===== src/rtl/serial_subtracter.sv =====
// serial_subtracter
// Multi-cycle subtracter computing (a - b - bin) mod 2^WIDTH, DIGIT bits per
// clock, least significant digit first, through a registered borrow chain.
//
// Parameters:
//   WIDTH      operand / result width (>= 1)
//   DIGIT      bits processed per clock; WIDTH must be a multiple of DIGIT
// Ports:
//   clk        clock, all state changes on the rising edge
//   rst_n      synchronous active-low reset
//   start      request a new operation; honoured only when not busy
//   a, b, bin  minuend, subtrahend, borrow-in; sampled on an accepted start
//   busy       operation in progress
//   done       one-cycle pulse, new result valid
//   difference (a - b - bin) mod 2^WIDTH, held until the next completion
//   bout       borrow-out (a < b + bin, unsigned)
//   overflow   two's-complement overflow of the subtraction
module serial_subtracter #(
    parameter int WIDTH = 8,
    parameter int DIGIT = 1
) (
    input  logic             clk,
    input  logic             rst_n,
    input  logic             start,
    input  logic [WIDTH-1:0] a,
    input  logic [WIDTH-1:0] b,
    input  logic             bin,
    output logic             busy,
    output logic             done,
    output logic [WIDTH-1:0] difference,
    output logic             bout,
    output logic             overflow
);

    localparam int STEPS = WIDTH / DIGIT;
    localparam int CW    = (STEPS > 1) ? $clog2(STEPS) : 1;
    localparam logic [CW-1:0] LAST = CW'(STEPS - 1);

    generate
        if ((WIDTH < 1) || (DIGIT < 1) || ((WIDTH % DIGIT) != 0)) begin : g_bad_params
            $error("serial_subtracter: WIDTH must be >= 1 and a multiple of DIGIT");
        end
    endgenerate

    typedef enum logic [1:0] {
        IDLE = 2'd0,
        RUN  = 2'd1,
        DONE = 2'd2
    } state_t;

    // One digit of the borrow chain; the extra top bit is the borrow-out,
    // i.e. the sign of the (DIGIT+1)-bit difference.
    function automatic logic [DIGIT:0] digit_sub(
        input logic [DIGIT-1:0] x,
        input logic [DIGIT-1:0] y,
        input logic             br
    );
        digit_sub = {1'b0, x} - {1'b0, y} - {{DIGIT{1'b0}}, br};
    endfunction

    state_t           state_r;
    state_t           state_next_s;
    logic [CW-1:0]    count_r;
    logic             borrow_r;
    logic [WIDTH-1:0] a_r;
    logic [WIDTH-1:0] b_r;
    logic             a_msb_r;
    logic             b_msb_r;
    logic [WIDTH-1:0] part_r;

    logic [DIGIT:0]   sub_s;
    logic             borrow_next_s;
    logic [WIDTH-1:0] part_next_s;
    logic             ovf_s;
    logic             last_s;

    // Next-state decode for the IDLE / RUN / DONE controller.
    always_comb begin
        state_next_s = state_r;
        case (state_r)
            IDLE: begin
                if (start) begin
                    state_next_s = RUN;
                end else begin
                    state_next_s = IDLE;
                end
            end
            RUN: begin
                if (last_s) begin
                    state_next_s = DONE;
                end else begin
                    state_next_s = RUN;
                end
            end
            DONE: begin
                if (start) begin
                    state_next_s = RUN;
                end else begin
                    state_next_s = IDLE;
                end
            end
            default: begin
                state_next_s = IDLE;
            end
        endcase
    end

    // Digit datapath: operands are shifted right each step so the current
    // digit always sits at bit 0; result digits enter the partial register
    // at the top, so after STEPS shifts the first digit reaches bit 0.
    always_comb begin
        last_s        = (count_r == LAST);
        sub_s         = digit_sub(a_r[DIGIT-1:0], b_r[DIGIT-1:0], borrow_r);
        borrow_next_s = sub_s[DIGIT];
        part_next_s   = (part_r >> DIGIT) | (WIDTH'(sub_s[DIGIT-1:0]) << (WIDTH - DIGIT));
        ovf_s         = (a_msb_r != b_msb_r) && (part_next_s[WIDTH-1] != a_msb_r);
    end

    // State register and handshake outputs, decoded from the next state so
    // they line up with the state they describe.
    always_ff @(posedge clk) begin
        if (!rst_n) begin
            state_r <= IDLE;
            busy    <= 1'b0;
            done    <= 1'b0;
        end else begin
            state_r <= state_next_s;
            busy    <= (state_next_s == RUN);
            done    <= (state_next_s == DONE);
        end
    end

    // Operand capture, digit stepping and result registers.
    always_ff @(posedge clk) begin
        if (!rst_n) begin
            count_r    <= {CW{1'b0}};
            borrow_r   <= 1'b0;
            a_r        <= {WIDTH{1'b0}};
            b_r        <= {WIDTH{1'b0}};
            a_msb_r    <= 1'b0;
            b_msb_r    <= 1'b0;
            part_r     <= {WIDTH{1'b0}};
            difference <= {WIDTH{1'b0}};
            bout       <= 1'b0;
            overflow   <= 1'b0;
        end else begin
            case (state_r)
                IDLE, DONE: begin
                    if (start) begin
                        a_r      <= a;
                        b_r      <= b;
                        a_msb_r  <= a[WIDTH-1];
                        b_msb_r  <= b[WIDTH-1];
                        borrow_r <= bin;
                        count_r  <= {CW{1'b0}};
                        part_r   <= {WIDTH{1'b0}};
                    end
                end
                RUN: begin
                    a_r      <= a_r >> DIGIT;
                    b_r      <= b_r >> DIGIT;
                    part_r   <= part_next_s;
                    borrow_r <= borrow_next_s;
                    count_r  <= count_r + {{(CW-1){1'b0}}, 1'b1};
                    if (last_s) begin
                        difference <= part_next_s;
                        bout       <= borrow_next_s;
                        overflow   <= ovf_s;
                    end
                end
                default: begin
                    count_r <= {CW{1'b0}};
                end
            endcase
        end
    end

endmodule


===== config.mk =====
export PLATFORM = sky130hd
export DESIGN_NAME = serial_subtracter
export DESIGN_NICKNAME = d
export VERILOG_FILES = /design/src/rtl/serial_subtracter.sv
export SDC_FILE = /design/constraint.sdc
export NUM_CORES = 1
export LEC_CHECK = 0
export ABC_AREA = 1
export CAP_MARGIN = 25
export CORE_MARGIN = 4
export CORE_UTILIZATION = 30
export DETAILED_ROUTE_END_ITERATION = 12
export DONT_BUFFER_PORTS = 1
export GPL_TIMING_DRIVEN = 0
export PLACE_DENSITY = 0.45
export SYNTH_ARGS = -nofsm -noshare
export SYNTH_HDL_FRONTEND = slang
export SYNTH_SLANG_ARGS = --single-unit

===== constraint.sdc =====
create_clock -name clk -period 2.59 [get_ports clk]
set_input_delay 0.777 -clock clk [delete_from_list [all_inputs] [get_ports clk]]
set_output_delay 0.777 -clock clk [all_outputs]
set_load 0.03 [all_outputs]

==> flow_summary.yaml <==
setup_path:
  r2r_slack_ns: 1.17
  r2r_end: "difference[0]"
  r2r_cells: 6
  crit_path_start_kind: "flop"
  critPathCaptureType: "primary output"
  crit_arrival_ns: 0.83
  worstSetupPathType: "flop to primary output"
  crit_fanout: 2
  required_ns: 1.81
  rr_startpoint: "count_r[0]"
sta:
  setup_viol: 0
  fin_crit_sh_pct: 62.2
  rsz0062_at_grt: "no"
  finClkSkew_ns: 0.00871
  maxSlewViolCount: 0
  worstMarginPinSlew_ns: 0.533
  relSlewSlack_pct: 64.5
  finalHoldViolCount: 0
  fin_crit_ns: 1.61
  fmax_mhz: 621
  setup_tns_ns: 0
drt:
  drt_first_iter_violations: 74
  route.vias.total: 1543
  routed_wl_um: 4300
  ant_nets: 0
  viasPerCell: 4.70
  drc: 0
  drtPass1Iterations: 4
  wl_per_cell_um: 13.1
clocking:
  post_cts_resize_count: 0
  hold_buffers: 0
  cts_num_sinks: 43
  postCtsSetupRepairBufs: 0
  cts_tree: "done"
  htreeDepth: 2
  clock_path_buffers: 2
  clkTransAtPathRegs_ns: 0.09
  clockRootBuffer: "clkbuf_8"
  insertion_delay_ns: 0.30
  numCtsBuffers: 5
yosys:
  ys_seq_area_share_pct: 46.9
  synth.most_common_cell: "nand2_1"
  yosysWarnings: 0
  synth_top_area_cell: "dfxtp_1"
  ys_seq_elements: 43
  synth_area_per_cell_um2: 7.50
  synth_ff_type: "dfxtp_1"
  synth_area_leaders: "dfxtp_1 (47%), nand3_1 (12%), nand2_1 (10%)"
  yosysTopAreaCellShare_pct: 46.9
  synth_edf_count: 0
  syn_inst: 245
  synth_cell_types: 21
  synth_async_sr_flop_share_pct: 0
  synth_commonest_cells: "nand2_1 (49), dfxtp_1 (43), nand3_1 (43)"
  syn_nets: 268
  netlist_area_um2: 1840
power:
  p_sw_share_pct: 27.1
  p_leak_nw: 0.826
  pwr-share-clk_pct: 34.8
  comb_power_share_pct: 13.5
  p_int_mw: 1.01
  vdd_drop_max_v: 0.000181
  seqPwrFrac_pct: 51.6
  power_density_nw_per_um2: 679
  net-switching-power_uw: 374
  power_mw: 1.38
final_layout:
  insertedDiodeCount: 0
  layout.nets: 275
  fill_cells: 655
  layout-drive-gt1-share_pct: 10.3
  syn2layout_area_growth_pct: 10.8
global_route:
  grt_pass1_wl_um: 7140
  antenna_found_initial: 0
  grt_pass1_vias: 1507
  grt_start_max_net_pins: 14
  gr-usage-all-layers_pct: 12.1
  overflow: 0
die:
  core-area_um2: 5920
  die-area_um2: 7440
  start_util_pct: 31.0
  fp.dieW_um: 86.2
  rows: 28
  io_pins: 32
  fp.dieH_um: 86.2
run_status:
  status: "completed"
worst_hold_path:
  hp-class: "flop to flop"
  hold_depth: 2
  whs_endpoint: "a_msb_r"
  hp-start: "a_msb_r"
placement:
  hpwl_um: 2970
  gp_congestion: 0.713
  portBuffers: 0
job:
  drv_cap: 0
-- layout by cell type (no fill, tap or decap) --
master / netlist / routed
dfxtp_1: 43 / 43
buf_6: 4 / 4
o21ai_0: 3 / 3
clkinv_2: 1 / 1
buf_2: 4 / 4
inv_1: 27 / 27
clkinvlp_4: 0 / 1
nand2_4: 2 / 2
buf_1: 1 / 1
a21oi_1: 22 / 22
fa_1: 1 / 1
clkbuf_8: 0 / 7
nor2_1: 19 / 19
a21oi_2: 2 / 2
ha_1: 2 / 2
buf_4: 3 / 3
inv_2: 1 / 1
nand3_1: 43 / 43
nand2_1: 49 / 49
inv_6: 1 / 1
clkbuf_1: 2 / 2
nand3b_1: 1 / 1
nor3_1: 14 / 14
-- final cells by class --
class | instances | area (µm²) | share of cell area (%)
well taps | 75 | 93.8 | 4.61
plain buffers | 14 | 98.8 | 4.86
multi-input cells | 158 | 758 | 37.3
inverters | 30 | 119 | 5.84
clock inverters | 1 | 7.51 | 0.369
flip-flops and latches | 43 | 861 | 42.3
clock buffers | 7 | 96.3 | 4.74
-- power groups by stage --
stage          Clock (mW)  Combinational [mW]  Sequential (mW)
2_1_floorplan           0               0.148            0.726
3_3_place_gp            0               0.190            0.729
3_5_place_dp            0               0.189            0.730
4_1_cts             0.505               0.191            0.714
5_1_grt             0.527               0.212            0.718
6_report            0.481               0.187            0.713
-- sequential cells by signal, indices dropped and copies added (netlist names) --
| register | count |
|---|---|
| a_msb_r | 1 |
| a_r | 8 |
| b_msb_r | 1 |
| b_r | 8 |
| borrow_r | 1 |
| bout | 1 |
| busy | 1 |
| count_r | 3 |
| difference | 8 |
| done | 1 |
| overflow | 1 |
| part_r | 7 |
| state_r | 2 |
-- how the worst max path moves through the flow --
stage | start | endpoint | slack, ns | cells past startpoint
floorplan | rst_n | a_r[0] | 1.14 | 4
global placement | rst_n | a_r[4] | 0.89 | 4
detailed placement | rst_n | a_r[4] | 0.89 | 4
CTS | difference[0] | difference[0] | 0.96 | 0
global route | difference[7] | difference[7] | 0.95 | 0
finish | difference[0] | difference[0] | 0.98 | 0
-- per-layer routing --
metal  vias to the layer above  wire length [µm]  track usage [%]  share of wire (%)
met4                         0                53             3.82                1.2
met1                       709              2120             16.0                 49
li1                        803                 -                -                  -
met5                         -                 0                0                  0
met3                         5               205             3.80                4.8
met2                        26              1920             18.9                 45
-- metrics by stage --
| stage | cell area (µm²) | worst slack [ns] | hold slack [ns] | util (%) | instances |
|---|---|---|---|---|---|
| final | 2030 | 0.979 | 0.469 | 34.4 | 328 |
| after global routing | 2030 | 0.948 | 0.491 | 34.4 | 328 |
| after CTS | 2030 | 0.957 | 0.474 | 34.4 | 328 |
| after detailed placement | 1930 | 0.886 | 0.460 | 32.6 | 320 |
| after global placement | 1930 | 0.893 | 0.457 | 32.6 | 320 |
| after floorplan | 1840 | 1.14 | 0.441 | - | 245 |
-- cell families after synthesis --
kind of cell	after synthesis	synth area share (%)
AO/OA/AOI/OAI	27	7.77
adder cells (fa/ha/maj)	3	2.45
buffers and inverters	44	11.9
flip-flops	43	46.9
AND/OR/NAND/NOR	128	31.1
Note: power is estimated with default switching activity, not from simulation.
